$ cat config.mk
export PLATFORM = sky130hd
export DESIGN_NAME = seg_display_scheduler
export DESIGN_NICKNAME = d
export VERILOG_FILES = /design/src/rtl/seg_display_scheduler.sv
export SDC_FILE = /design/constraint.sdc
export NUM_CORES = 1
export LEC_CHECK = 0
export ABC_AREA = 1
export CORE_ASPECT_RATIO = 1.2
export CORE_MARGIN = 2
export CORE_UTILIZATION = 52
export DETAILED_ROUTE_END_ITERATION = 6
export PLACE_DENSITY = 0.81
export SLEW_MARGIN = 20
export SYNTH_ARGS = -nofsm -noshare
export SYNTH_HDL_FRONTEND = slang
export SYNTH_SLANG_ARGS = --single-unit
$ cat constraint.sdc
create_clock -name clk -period 2.2 [get_ports clk]
set_input_delay 0.55 -clock clk [delete_from_list [all_inputs] [get_ports clk]]
set_output_delay 0.55 -clock clk [all_outputs]
set_load 0.005 [all_outputs]
$ cat src/rtl/seg_display_scheduler.sv
// -----------------------------------------------------------------------------
// seg_display_scheduler
//
// Shares one 4-digit multiplexed seven-segment display between N_REQ
// requesters. Each requester supplies a 4-digit BCD word. A free-running scan
// steps through the four digit slots. The first BLANK_CYC cycles of every slot
// keep all anodes off, so the previous digit's segments do not ghost into the
// next digit.
//
// Ownership can change only on the frame boundary, which is the last cycle of
// digit slot 3. The owner's word is latched at that same edge. As a result a
// frame always shows one consistent word, and changes that the owner makes to
// its data mid-frame become visible at the next frame.
//
// Arbitration is round-robin:
//   - An owner keeps the display for SLICE_FRAMES frames while others wait.
//   - It keeps the display indefinitely when nobody else is asking.
//   - When the owner drops its request, ownership passes at the next boundary
//     to the next requester, with no idle frame in between.
//
// Ports
//   clk         system clock
//   rst         synchronous, active-high reset
//   req         per-requester ownership request (level, sampled at boundary)
//   data        requester i word at [16i+15:16i]; nibble 0 = rightmost digit
//   grant       one-hot current owner, zero when idle
//   digit_bcd   BCD nibble of the active digit, to the segment decoder
//   an          anode enables, active-low
//   dp          decimal point, active-low, held off
//   frame_tick  one-cycle pulse in the last cycle of every frame
// -----------------------------------------------------------------------------
module seg_display_scheduler #(
  parameter int N_REQ        = 4,
  parameter int SCAN_DIV     = 12500,
  parameter int BLANK_CYC    = 500,
  parameter int SLICE_FRAMES = 200
) (
  input  logic                 clk,
  input  logic                 rst,
  input  logic [N_REQ-1:0]     req,
  input  logic [16*N_REQ-1:0]  data,
  output logic [N_REQ-1:0]     grant,
  output logic [3:0]           digit_bcd,
  output logic [3:0]           an,
  output logic                 dp,
  output logic                 frame_tick
);

  localparam int DIV_W   = (SCAN_DIV > 1) ? $clog2(SCAN_DIV) : 1;
  localparam int IDX_W   = $clog2(N_REQ);
  localparam int SLICE_W = (SLICE_FRAMES > 1) ? $clog2(SLICE_FRAMES) : 1;

  localparam logic [DIV_W-1:0]   DIV_LAST   = DIV_W'(SCAN_DIV - 1);
  localparam logic [DIV_W-1:0]   BLANK_END  = DIV_W'(BLANK_CYC);
  localparam logic [SLICE_W-1:0] SLICE_LAST = SLICE_W'(SLICE_FRAMES - 1);
  localparam logic [IDX_W-1:0]   IDX_LAST   = IDX_W'(N_REQ - 1);

  typedef enum logic [0:0] {
    ST_IDLE,
    ST_OWN
  } state_t;

  // ---------------------------------------------------------------------------
  // Registered state
  // ---------------------------------------------------------------------------
  state_t             state_reg;
  logic [DIV_W-1:0]   div_cnt_reg;
  logic [1:0]         digit_reg;
  logic [SLICE_W-1:0] slice_cnt_reg;
  logic [N_REQ-1:0]   grant_reg;
  logic [IDX_W-1:0]   owner_reg;
  logic [IDX_W-1:0]   rr_ptr_reg;
  logic [15:0]        word_reg;

  // ---------------------------------------------------------------------------
  // Requester words split out for indexed selection
  // ---------------------------------------------------------------------------
  logic [15:0] data_word [N_REQ];

  for (genvar gi = 0; gi < N_REQ; gi++) begin : g_data_word
    assign data_word[gi] = data[16*gi +: 16];
  end

  // ---------------------------------------------------------------------------
  // Scan timing
  // ---------------------------------------------------------------------------
  logic div_last;
  logic boundary;

  assign div_last = (div_cnt_reg == DIV_LAST);
  assign boundary = div_last && (digit_reg == 2'd3);

  // ---------------------------------------------------------------------------
  // Round-robin search
  //
  // The search starts at the rr pointer. While a requester owns the display,
  // the pointer already sits one past the owner, so the same search gives
  // "next requester after the owner" once the owner's own bit is masked out.
  // In IDLE it gives "first requester at or after the pointer".
  // ---------------------------------------------------------------------------
  logic [N_REQ-1:0] cand;
  logic             pick_found;
  logic [IDX_W-1:0] pick_idx;
  logic [N_REQ-1:0] pick_onehot;
  logic [IDX_W-1:0] pick_rr_next;
  int               cand_idx;

  assign cand = (state_reg == ST_OWN) ? (req & ~grant_reg) : req;

  always_comb begin
    pick_found = 1'b0;
    pick_idx   = '0;
    cand_idx   = 0;
    for (int k = 0; k < N_REQ; k++) begin
      cand_idx = int'(rr_ptr_reg) + k;
      if (cand_idx >= N_REQ) begin
        cand_idx = cand_idx - N_REQ;
      end
      if (!pick_found && cand[cand_idx]) begin
        pick_found = 1'b1;
        pick_idx   = IDX_W'(cand_idx);
      end
    end
  end

  assign pick_onehot  = N_REQ'(1) << pick_idx;
  assign pick_rr_next = (pick_idx == IDX_LAST) ? '0 : pick_idx + 1'b1;

  // ---------------------------------------------------------------------------
  // Boundary decisions
  //
  // take_new : hand the display to pick_idx.
  //            This happens from IDLE, after the owner drops its request, or
  //            when the slice expires and someone else is waiting.
  // go_idle  : the owner dropped its request and nobody else wants the
  //            display.
  //
  // A drop that coincides with slice expiry is handled as a drop. Both cases
  // lead to the same search, so no special priority logic is needed.
  // ---------------------------------------------------------------------------
  logic owner_req;
  logic slice_last;
  logic take_new;
  logic go_idle;

  assign owner_req  = req[owner_reg];
  assign slice_last = (slice_cnt_reg == SLICE_LAST);
  assign take_new   = pick_found &&
                      ((state_reg == ST_IDLE) || !owner_req || slice_last);
  assign go_idle    = (state_reg == ST_OWN) && !owner_req && !pick_found;

  // ---------------------------------------------------------------------------
  // Scan counter, arbitration FSM and word latch
  // ---------------------------------------------------------------------------
  always_ff @(posedge clk) begin
    if (rst) begin
      state_reg     <= ST_IDLE;
      div_cnt_reg   <= '0;
      digit_reg     <= 2'd0;
      slice_cnt_reg <= '0;
      grant_reg     <= '0;
      owner_reg     <= '0;
      rr_ptr_reg    <= '0;
      word_reg      <= '0;
    end else begin
      // Free-running scan, independent of ownership.
      if (div_last) begin
        div_cnt_reg <= '0;
        digit_reg   <= digit_reg + 2'd1;
      end else begin
        div_cnt_reg <= div_cnt_reg + 1'b1;
      end

      if (boundary) begin
        case (state_reg)
          ST_IDLE: begin
            if (take_new) begin
              state_reg     <= ST_OWN;
              owner_reg     <= pick_idx;
              grant_reg     <= pick_onehot;
              rr_ptr_reg    <= pick_rr_next;
              slice_cnt_reg <= '0;
              word_reg      <= data_word[pick_idx];
            end else begin
              word_reg      <= '0;
            end
          end

          ST_OWN: begin
            if (take_new) begin
              owner_reg     <= pick_idx;
              grant_reg     <= pick_onehot;
              rr_ptr_reg    <= pick_rr_next;
              slice_cnt_reg <= '0;
              word_reg      <= data_word[pick_idx];
            end else if (go_idle) begin
              state_reg     <= ST_IDLE;
              grant_reg     <= '0;
              slice_cnt_reg <= '0;
              word_reg      <= '0;
            end else begin
              // The owner keeps the display.
              // If the slice expired with nobody waiting, start a fresh slice.
              slice_cnt_reg <= slice_last ? '0 : slice_cnt_reg + 1'b1;
              word_reg      <= data_word[owner_reg];
            end
          end

          default: begin
            state_reg <= ST_IDLE;
            grant_reg <= '0;
          end
        endcase
      end
    end
  end

  // ---------------------------------------------------------------------------
  // Output decode (registered state only)
  // ---------------------------------------------------------------------------
  logic       lit;
  logic [3:0] nibble [4];

  assign lit = (|grant_reg) && (div_cnt_reg >= BLANK_END);

  for (genvar gi = 0; gi < 4; gi++) begin : g_digit
    assign nibble[gi] = word_reg[4*gi +: 4];
    assign an[gi]     = ~(lit && (digit_reg == 2'(gi)));
  end

  assign grant      = grant_reg;
  assign digit_bcd  = nibble[digit_reg];
  assign dp         = 1'b1;
  assign frame_tick = boundary;

endmodule

# == Word-level counts from Yosys, hierarchy flattened ==
# Index checks and enable logic that the tools add are counted.
# word_totals
ff_bits,49
word_cells,132
# op_classes
addsub,11
magnitude_cmp,13
eq_ne,8
shift,1
n_mux,56
n_bitwise,10
reduce_logical,25
# ops
operator,n
$lt 32x4->1 const B,4
$mux 32,4
$mux 16,7
$bmux 16 s2,2
$mux 8,4
$pmux 16 s2,1
$mux 4,6
$ge 3x3->1 const B,6
$mux 1,16
$pmux 8 s2,1
$add 14x1->14 const B,1
$eq 14x14->1 const B,1
$ge 14x9->1 const B,1
$mux 2,7
$logic_and 1x1->1,12
$sub 3x3->4 const B,3
$bmux 1 s2,5
$not 2->3,3
$add 8x1->8 const B,1
$bmux 4 s2,1
$eq 8x8->1 const B,1
$pmux 4 s2,1
$add 2x2->3 const B,2
$eq 2x2->1 const B,3
other kinds (20),31

# == Depth between registers and ports, before layout ==
# Gate-level depths: netlist of the first run.
# depth
ltp_word,22
ltp_mapped,16

# == Worst setup path after synthesis of the first run ==
# Ideal clock, no wire load.
# synth_path
kind,input-to-reg
startpoint,in req[1]
endpoint,reg rr_ptr_reg[1]
setup_time_ns,0.119
t_arrival_ns,1.839
required_ns,2.081
slack_ns,0.241
path_stages,11
n_path_buf,1
cell_sequence,nand3_1 -> nand3_1 -> nand2_2 -> nand2_1 -> nand3_2 -> nand3_4 -> buf_6 -> inv_1 -> ha_1 -> o21ai_0 -> a21oi_1
# synth_between
elab_chain_cells,18
# synth_lines
item,line,text
"start, declared",40,"input logic [N_REQ-1:0] req,"
$and 4x4->4,108,assign cand = (state_reg == ST_OWN) ? (req & ~grant_reg) : req;
$mux 4 *,108,
$bmux 1 s2,119,if (!pick_found && cand[cand_idx]) begin
$mux 1 (implied by the code) (2 in series),119,
$mux 1,119,
$logic_not 1->1,119,
$logic_and 1x1->1,119,
$mux 1,119,
(+3 left out),-,
$logic_not 1->1,119,
$logic_and 1x1->1,119,
$mux 2 *,119,
via pick_idx[0],103,logic [IDX_W-1:0] pick_idx;
$add 2x1->2 or $eq 2x2->1 (tied branches),127,assign pick_rr_next = (pick_idx == IDX_LAST) ? '0 : pick_idx + 1'b1;
$mux 2 *,127,
via pick_rr_next[1],105,logic [IDX_W-1:0] pick_rr_next;
$mux 2 *,"177, 190",
"end signal, assigned",181,rr_ptr_reg <= pick_rr_next;
"end signal, assigned",193,rr_ptr_reg <= pick_rr_next;
"end, declared",72,logic [IDX_W-1:0] rr_ptr_reg;
# The timed path passes the listed nets; every way through them passes the cells marked *. The select of a mux whose other input is x is not followed.
# A chain may end at the register's enable or synchronous reset.

# == Worst setup path in the final report of the first run ==
# layout_path
startpoint,reg div_cnt_reg[3]
endpoint,out an[3]
# layout_between
elab_chain_cells,4
# layout_lines
item,line,text
"start, declared",67,logic [DIV_W-1:0] div_cnt_reg;
"start signal, assigned",171,div_cnt_reg <= div_cnt_reg + 1'b1;
$ge 14x9->1,224,assign lit = (|grant_reg) && (div_cnt_reg >= BLANK_END);
$logic_and 1x1->1,224,
$logic_and 1x1->1,228,assign an[gi] = ~(lit && (digit_reg == 2'(gi)));
$not 1->1,228,
"end, declared",44,"output logic [3:0] an,"
# Every way passes these cells.

==> results of run 1 <==
==> synth_stat cells (6+ instances only) <==
library cell	instances
a21oi_1	41
a32o_1	10
buf_2	10
clkbuf_1	13
dfxtp_1	49
ha_1	11
inv_1	49
nand2_1	145
nand2_2	11
nand3_1	67
nand3_2	13
nand4_1	41
nor2_1	49
nor3_1	6
o21ai_0	47
o21ai_1	10
o22ai_1	11
==> worst paths after layout <==
| check | slack [ns] | endpoint | start | depth (start not counted) |
|---|---|---|---|---|
| hold / removal | 0.42 | div_cnt_reg[0] | div_cnt_reg[0] | 1 |
| hold reg to reg | 0.42 | div_cnt_reg[0] | div_cnt_reg[0] | 1 |
| setup / recovery | 0.09 | an[3] | div_cnt_reg[3] | 7 |
| setup reg to reg | 0.19 | rr_ptr_reg[1] | state_reg | 10 |
==> stage by stage <==
step                setup slack (ns)  area [µm²]
floorplan                     0.2413        4023
global placement             -0.2091        5082
detailed placement           -0.2863        5082
CTS                         0.001430        5263
global route                0.004991        5346
finish                       0.08803        5346
==> worst reg2reg max path: cells and delay by family, from the launching register on <==
kind / cells / cell delay, ns
buf+inv: 1 / 0.08
compound gates: 2 / 0.19
simple gates: 6 / 0.88
flops: 1 / 0.45
fa+ha+maj: 1 / 0.29
==> repair_timing <==
| action | CTS | global route |
|---|---|---|
| resized for setup | 24 | 20 |
| setup endpoints to repair | 9 | 33 |
| pin swaps | 2 | 4 |
| setup buffers | 2 | 1 |
| gates cloned | 0 | 1 |
==> power by group <==
part	leakage [nW]	internal (mW)	switching (mW)
Clock	0.0585	0.371	0.310
Sequential	0.400	0.890	0.00318
Combinational	1.91	0.220	0.215
==> logic make-up after synthesis <==
kind of cell	Yosys count
and+or+nand+nor	351
other	1
DFF	49
xor gates and xnor gates	5
AOI/OAI and AO/OA	126
buffers and inverters	92
adders and majority gates	11
==> layer usage <==
metal	GRT usage	up-vias
met1	0.3539	2264
met3	0.03536	41
met5	0	-
li1	-	2388
met2	0.5476	275
met4	0.1166	0
==> cell type report <==
cell class,count,area (µm²)
clock buffer,7,86.33
clock inverter,1,30.03
fill,661,2230
inverter,58,227.7
multi-input combinational,494,2684
sequential,49,994.7
tap,92,115.1
timing repair buffer,126,1209
==> results.md, run 1 <==
- Fin crit share: 0.9600
- Ports: 84
- Grt total ovfl: 0
- Post-Route Utilization: 0.7057
- Cell count after synthesis: between 600 and 700
- Seq/Total Area, Yosys: 0.2439
- DP Cell Count: 815
- Antenna-violating nets left: 0
- Syn_area_per_cell: about 6.3 µm²
- Die Area: 0.008459 mm²
- Top-area cell type share of the netlist area: 0.2439
- Initial core utilization: 0.5310
- Worst VDD drop: 0.3609 mV
- CTS sink count: around 50
- Warnings, synthesis: 0
- Routed WL per cell: 15.82 µm
- First-pass GRT wire length: 20930 µm
- Core area: 0.007576 mm²
- Post-Synth Adder-Cell Area: 0.03421
- Final setup vio count: 0
- Initial drt markers: 478
- DR top layer: met4
- Compound-Gate Fraction of Synth Area: 0.1773
- Unrepaired setup endpoints after global routing: no
- Kind of end point of the critical path: output port
- Critical path required time: 1.65 ns
- Routed wl met3: 1129 µm
- Routed vias: slightly below 5000
- Post-synthesis mux area share: 0
- Largest area contributor in the netlist: dfxtp_1
- Most common cell after layout, fill and taps aside: nand2_1
- Post-Route WL: 13080 µm
- Largest net degree at the start of global routing: 35
- Final GP Congestion: slightly below 0.9
- Detail-routed via count per cell: 6.007
- XOR/XNOR Fraction of Synth Area: 0.01089
- Ordered cell list for the critical path: nor2_2 -> nor2_1 -> nand4_1 -> a31oi_4 -> buf_6 -> nand2_1 -> clkdlybuf4s15_1
- Worst hold path class: reg -> reg
- Max reg flops: 16
- Met1 WL: about 4900 µm
- Max transition margin: 0.6299
- Hold_ws: roughly 0.42 ns
- Cell variety after synth: 40
- Final min period: 2.112 ns
- Share of post-route cells with drive strength above 1: 0.1592
- CTS tree: built
- Ys async rst share: 0
- Num CTS Buffers: 5
- Pwr per Cell Area: approximately 380 mW/mm²
- Largest family of logic cells by synthesized area: simple AND/OR/NAND/NOR gates
- Leak: 2.372 nW
- Ant diodes: 0
- Final Non-Filler Cells: 827
- Power, Total: about 2.0 mW
- Mapped Nets: ~720
- Worst slew pin tran: 0.5545 ns
- Simple-gate share of the synthesized area: 0.4292
- Crit-path max FO: 4
- Clk_skew: 0.004542 ns
- Crit-path slowest cell: dfxtp_4
- Max frequency: around 470 MHz
- CTS Hold Bufs: 0
- Dpl hpwl: 9493 µm
- Status: completed
- Synth Cell Area: a little over 0.004 mm²
- Crit path arrival time: 1.56 ns
- Max-Cap Viols: 0
- Post-synth top flop: dfxtp_1
- Drt first pass iters: 5
- Top post-synthesis cells by area: dfxtp_1 (24%), nand2_1 (14%), nand3_1 (8.3%), nand4_1 (6.4%), o21ai_0 (5.8%)
- Max incr delay on CP: 0.37 ns
- H-Tree Depth: 2
- CTS root buffer: clkbuf_8
- Worst Setup Start Kind: flip-flop
- IO Port Bufs: 82
- Most frequent cells in the layout: nand2_1 (143), clkdlybuf4s50_1 (69), nand3_1 (66)
- Longest Clk Path Bufs: 2
- Initial antenna violation count: 0
- Critical path class: reg -> out
- Vias in the first global route: about 4800
- Synthesized flop and latch total: 49
- Max Slew Vio Count: 0
- DRC violations left: 0
- Sum of negative setup slack: 0 ns
- Die W: between 80 and 90 µm
- Length of routed met2 wiring: 6631 µm
- Final #Nets: between 800 and 900
- Worst path buffer plus inverter count: 2
- Number of synthesized flops with an enable pin: 0
- Row count: 35
- Final hold violations: 0
- Clk_lat worst skew: 0.30 ns
- CP top delay family: flip-flops
- Die H: approximately 100 µm
- Area Growth Syn to Fin: 32.91%
- Clock transition at path regs: 0.09 ns
- Total GRT Usage: 0.2988
(Power assumes the default switching activity.)
==> run 2: changes to the inputs <==
Clock period 2.2 ns to 2.1 ns, I/O delays scaled along.
==> results.md, run 2 (synthesized netlist as in run 1, its figures left out) <==
- Status: finished with violations (was completed)
- Failing checks: DRC, setup timing
- Clk_skew: 0.01141 ns (was 0.004542 ns)
- Max reg flops: 16 (unchanged)
- Critical path class: reg -> out (unchanged)
- Hold path start: div_cnt_reg[0] (unchanged)
- Worst hold path class: reg -> reg (unchanged)
- Net Sw Frac: 0.2640 (was 0.2631)
- Die W: 84.29 µm (unchanged)
- Hold_ws: 0.4216 ns (was 0.4214 ns)
- Final setup vio count: 1 (was 0)
- Max Slew Vio Count: 0 (unchanged)
- Routed vias: 5086 (was 4968)
- Clk_lat worst skew: 0.32 ns (was 0.30 ns)
- DRC violations left: 2 (was 0)
- Max frequency: 469.9 MHz
- Worst Setup SP: div_cnt_reg[10] (was div_cnt_reg[3])
- Met1 Use GR: 0.3413 (was 0.3539)
- Crit-path max FO: 4 (unchanged)
- Ordered cell list for the critical path: nor2_4 -> nand3_1 -> nor2_2 -> inv_1 -> nor2_4 -> dlygate4sd2_1 (was nor2_2 -> nor2_1 -> nand4_1 -> a31oi_4 -> buf_6 -> nand2_1 -> clkdlybuf4s15_1)
- Leak: 2.397 nW (was 2.372 nW)
- Longest Clk Path Bufs: 2 (unchanged)
- IO Port Bufs: 82 (unchanged)
- Sum of negative setup slack: -0.02805 ns (was 0 ns)
- First-pass GRT wire length: 21330 µm (was 20930 µm)
- DP Cell Count: 827 (was 815)
- Detail-routed via count per cell: 5.976 (was 6.007)
- Core area: 0.007576 mm² (unchanged)
- Setup slack after layout: -0.02805 ns (was 0.08803 ns)
- Final #Nets: 839 (was 815)
- Grt total ovfl: 0 (unchanged)
- Clk pwr share: 0.340 (was 0.339)
- H-Tree Depth: 2 (unchanged)
- Worst path buffer plus inverter count: 2 (unchanged)
- Ports: 84 (unchanged)
- Initial drt markers: 509 (was 478)
- Worst VDD drop: 0.3945 mV (was 0.3609 mV)
- P_int: 1.554 mW (was 1.481 mW)
- Final hold violations: 0 (unchanged)
- Die H: 100.4 µm (unchanged)
- Worst slew pin tran: 0.5625 ns (was 0.5545 ns)
- Initial antenna violation count: 0 (unchanged)
- Total GRT Usage: 0.3091 (was 0.2988)
- Max transition margin: 0.6246 (was 0.6299)
- GRT met3 Usage: 0.05510 (was 0.03536)
- Max-Cap Viols: 0 (unchanged)
- Routed WL per cell: 15.88 µm (was 15.82 µm)
- Final GP Congestion: 0.9212 (was 0.8896)
- Final Non-Filler Cells: 851 (was 827)
- Drt first pass iters: 7 (was 5)
- Post-route cell area: 0.005495 mm² (was 0.005346 mm²)
- Area Growth Syn to Fin: 36.61% (was 32.91%)
- CP top delay family: simple AND/OR/NAND/NOR gates (was flip-flops)
- Net load switching power: 0.5576 mW (was 0.5288 mW)
- Kind of end point of the critical path: output port (unchanged)
- Critical path required time: 1.57 ns (was 1.65 ns)
- Vias in the first global route: 4743 (was 4756)
- Initial core utilization: 0.5310 (unchanged)
- Final min period: 2.128 ns
- Comb pwr share: 0.217 (was 0.216)
- Fill count: 614 (was 661)
- Post-Route WL: 13520 µm (was 13080 µm)
- Crit-path slowest cell: dfxtp_1 (was dfxtp_4)
- Clock transition at path regs: 0.09 ns (about the same)
- Most used routing layer: met2 (unchanged)
- CTS tree: built (unchanged)
- Die Area: 0.008459 mm² (unchanged)
- Fin crit share: 1.013
- Dpl hpwl: 9777 µm (was 9493 µm)
- Row count: 35 (unchanged)
- CTS sink count: 49 (unchanged)
- Largest net degree at the start of global routing: 34 (was 35)
- CTS root buffer: clkbuf_8 (unchanged)
- CP most frequent cell: nor2_4
- Most frequent cells in the layout: nand2_1 (139), clkdlybuf4s50_1 (69), nand3_1 (65) (was nand2_1 (143), clkdlybuf4s50_1 (69), nand3_1 (66))
- Ant diodes: 0 (unchanged)
- Max incr delay on CP: 0.37 ns (about the same)
- Share of post-route cells with drive strength above 1: 0.2055 (was 0.1592)
- Crit path arrival time: 1.60 ns (was 1.56 ns)
- Worst R2R Start: rr_ptr_reg[0] (was state_reg)
- Num CTS Buffers: 5 (unchanged)
- Met2 Usage GRT: 0.5629 (was 0.5476)
- Antenna-violating nets left: 0 (unchanged)
- Most common cell after layout, fill and taps aside: nand2_1 (unchanged)
- Post-Route Utilization: 0.7254 (was 0.7057)
- Placed inst area: 0.005160 mm² (was 0.005082 mm²)
- CTS Hold Bufs: 0 (unchanged)
- Sequential fraction of design power: 0.443 (was 0.444)
- Pwr per Cell Area: 384.3 mW/mm² (was 375.9 mW/mm²)
- Unrepaired setup endpoints after global routing: yes (was no)
- Worst Setup Start Kind: flip-flop (unchanged)
## run 2: per-stage QoR
step | setup WS [ns] | total power, mW
after floorplan | 0.1663 | 1.174
after global placement | -0.2975 | 1.384
after detailed placement | -0.4204 | 1.393
after CTS | -0.07143 | 2.101
after global routing | -0.1079 | 2.194
final | -0.02805 | 2.112
## run 2: layer usage
| metal | vias up | wire length (µm) | share of wire |
|---|---|---|---|
| li1 | 2420 | - | - |
| met3 | 48 | 1085 | 0.080 |
| met2 | 272 | 6932 | 0.51 |
| met5 | - | 0 | 0 |
| met1 | 2346 | 5016 | 0.37 |
| met4 | 0 | 483 | 0.036 |
## run 2: power groups by stage
stage	registers, mW	logic, mW	clock network, mW
global route	0.938	0.498	0.758
finish	0.936	0.458	0.718
floorplan	0.957	0.216	0
detailed placement	0.958	0.435	0
CTS	0.937	0.441	0.724
global placement	0.958	0.427	0
## run 2: path summary, 6_finish.rpt
check | endpoint | slack [ns] | depth (start not counted)
worst min-delay path | div_cnt_reg[0] | 0.42 | 1
worst max register to register | slice_cnt_reg[5] | 0.07 | 12
worst min register to register | div_cnt_reg[0] | 0.42 | 1
worst max-delay path | frame_tick | -0.03 | 6
## run 2: area by class of cell
type | instances | area [µm²] | share of cell area
clock inverter | 1 | 30.03 | 0.005464
inverter | 58 | 230.2 | 0.04189
clock buffer | 7 | 86.33 | 0.01571
tap | 92 | 115.1 | 0.02095
timing repair buffer | 150 | 1328 | 0.2416
sequential | 49 | 996.0 | 0.1812
multi-input combinational | 494 | 2710 | 0.4932
## run 2: what timing repair did
| action | CTS | global route |
|---|---|---|
| setup buffers | 10 | 6 |
| pin swaps | 6 | 8 |
| gates cloned | 0 | 0 |
| gates resized for setup | 37 | 26 |
| setup endpoints to repair | 33 | 32 |
==> run 3: changes to the inputs <==
Settings changed: CORE_UTILIZATION 52 to 56, DONT_BUFFER_PORTS set to 1, PLACE_DENSITY 0.81 to 0.71.
==> results.md, run 3 (synthesized netlist as in run 1, its figures left out) <==
- Total GRT Usage: 0.3047 (was 0.3091)
- IO Port Bufs: 0 (was 82)
- Clk_skew: 0.008928 ns (was 0.01141 ns)
- Post-Route Utilization: 0.6189 (was 0.7254)
- Initial core utilization: 0.5834 (was 0.5310)
- Die Area: 0.007880 mm² (was 0.008459 mm²)
- CTS Hold Bufs: 0 (unchanged)
- Clk_lat worst skew: 0.31 ns (was 0.32 ns)
- Num CTS Buffers: 5 (unchanged)
- Most frequent cells in the layout: nand2_1 (144), nand3_1 (66), inv_1 (49) (was nand2_1 (139), clkdlybuf4s50_1 (69), nand3_1 (65))
- Final GP Congestion: 0.8704 (was 0.9212)
- Worst VDD drop: 0.3290 mV (was 0.3945 mV)
- Initial antenna violation count: 0 (unchanged)
- Fill count: 662 (was 614)
- Drt first pass iters: 5 (was 7)
- Setup Buffers After CTS: 0 (was 10)
- DP Cell Count: 708 (was 827)
- Grt total ovfl: 0 (unchanged)
- Dpl hpwl: 8550 µm (was 9777 µm)
- Final #Nets: 709 (was 839)
- Max frequency: 494.6 MHz (was 469.9 MHz)
- Worst Setup Start Kind: flip-flop (unchanged)
- Crit-path slowest cell: dfxtp_1 (unchanged)
- Most common cell after layout, fill and taps aside: nand2_1 (unchanged)
- Kind of end point of the critical path: output port (unchanged)
- Final setup vio count: 0 (was 1)
- Crit-path max FO: 6 (was 4)
- Critical path class: reg -> out (unchanged)
- Vias in the first global route: 4119 (was 4743)
- Detail-routed via count per cell: 6.053 (was 5.976)
- First-pass GRT wire length: 19440 µm (was 21330 µm)
- Max-Cap Viols: 0 (unchanged)
- Row count: 33 (was 35)
- Routed WL per cell: 16.43 µm (was 15.88 µm)
- Final Non-Filler Cells: 716 (was 851)
- Largest net degree at the start of global routing: 34 (unchanged)
- R2r setup slk: 0.13 ns (was 0.07 ns)
- CTS sink count: 49 (unchanged)
- Setup slack after layout: 0.07824 ns (was -0.02805 ns)
- Core area: 0.006895 mm² (was 0.007576 mm²)
- CTS tree: built (unchanged)
- Post-Route WL: 11760 µm (was 13520 µm)
- Worst slew pin tran: 0.5583 ns (was 0.5625 ns)
- Clock transition at path regs: 0.10 ns (was 0.09 ns)
- Status: completed (was finished with violations)
- CTS root buffer: clkbuf_8 (unchanged)
- Final min period: 2.022 ns (was 2.128 ns)
- Max Slew Vio Count: 0 (unchanged)
- Power, Total: 1.908 mW (was 2.112 mW)
- Max reg flops: 16 (unchanged)
- Routed vias: 4334 (was 5086)
- Final hold violations: 0 (unchanged)
- Worst path buffer plus inverter count: 1 (was 2)
- DP Worst Slack: 0.04560 ns (was -0.4204 ns)
- Initial drt markers: 358 (was 509)
- Die H: 96.85 µm (was 100.4 µm)
- Longest Clk Path Bufs: 2 (unchanged)
- Area Growth Syn to Fin: 6.096% (was 36.61%)
- Hold_ws: 0.2578 ns (was 0.4216 ns)
- Share of post-route cells with drive strength above 1: 0.1431 (was 0.2055)
- Die W: 81.37 µm (was 84.29 µm)
- CP top delay family: simple AND/OR/NAND/NOR gates (unchanged)
- Leak: 1.779 nW (was 2.397 nW)
- Max incr delay on CP: 0.37 ns (about the same)
- Max transition margin: 0.6274 (was 0.6246)
- Worst hold path class: in -> reg (was reg -> reg)
- Fin crit share: 0.9627 (was 1.013)
- Pwr per Cell Area: 447.1 mW/mm² (was 384.3 mW/mm²)
- H-Tree Depth: 2 (unchanged)
- Crit path arrival time: 1.50 ns (was 1.60 ns)
- Ports: 84 (unchanged)
- DRC violations left: 0 (was 2)
- Ordered cell list for the critical path: nor3b_1 -> nand4_1 -> nor2_1 -> inv_1 -> nor2_4 (was nor2_4 -> nand3_1 -> nor2_2 -> inv_1 -> nor2_4 -> dlygate4sd2_1)
- Critical path required time: 1.57 ns (about the same)
- Ant diodes: 0 (unchanged)
- Antenna-violating nets left: 0 (unchanged)
[run 3: cell count changes in the layout (fill, tap and decap cells not counted), sizes merged]
| cell | delta |
|---|---|
| buf | -48 |
| dlygate4sd2 | -9 |
| clkinvlp | +2 |
| clkbuf | -5 |
| clkdlybuf4s15 | -1 |
| clkdlybuf4s50 | -69 |
[run 3: repair_timing]
action | in CTS | in global routing
setup endpoints to repair | 0 | 31
resized for setup | 0 | 25
hold endpoints to repair | 0 | 0
[run 3: power by group]
part	leakage (nW)	switching, mW	internal, mW
Clock	0.0543	0.350	0.357
Combinational	1.32	0.163	0.103
Sequential	0.400	0.00349	0.931
[run 3: area by class of cell]
cell class	instances	area [µm²]	share of cell area
Inverter	58	234.0	0.05482
Multi-Input combinational cell	494	2648	0.6203
Clock buffer	5	68.82	0.01612
Sequential cell	49	997.2	0.2337
Clock inverter	3	46.29	0.01085
Tap cell	87	108.9	0.02551
Timing Repair Buffer	20	165.2	0.03870
[run 3: worst paths after layout]
check / from / endpoint / depth (start not counted)
worst min register to register: div_cnt_reg[0] / div_cnt_reg[0] / 1
worst max register to register: slice_cnt_reg[6] / slice_cnt_reg[5] / 10
worst max-delay path: div_cnt_reg[9] / frame_tick / 5
worst min-delay path: rst / state_reg / 1
[run 3: stage by stage]
step / TNS, ns / cell area (µm²)
detailed placement: 0 / 4093
global route: -0.01992 / 4268
floorplan: 0 / 4023
finish: 0 / 4268
global placement: 0 / 4093
CTS: 0 / 4208
[run 3: worst register-to-register path: stages, from the launching register on]
cell     delay (ns)
dfxtp_1        0.43
nand2_1        0.07
nor3_1         0.14
nand4_1        0.17
nand2_1        0.25
nand2_2        0.15
nand2_4        0.20
inv_2          0.09
nor2_4         0.16
nor2_4         0.07
and3_1         0.15
[run 3: routing by layer]
| layer | global-route usage | wire (µm) | share of wire |
|---|---|---|---|
| met5 | 0 | 0 | 0 |
| met3 | 0.06623 | 903 | 0.077 |
| met2 | 0.5158 | 5716 | 0.49 |
| met1 | 0.3731 | 4823 | 0.41 |
| met4 | 0.1030 | 317 | 0.027 |
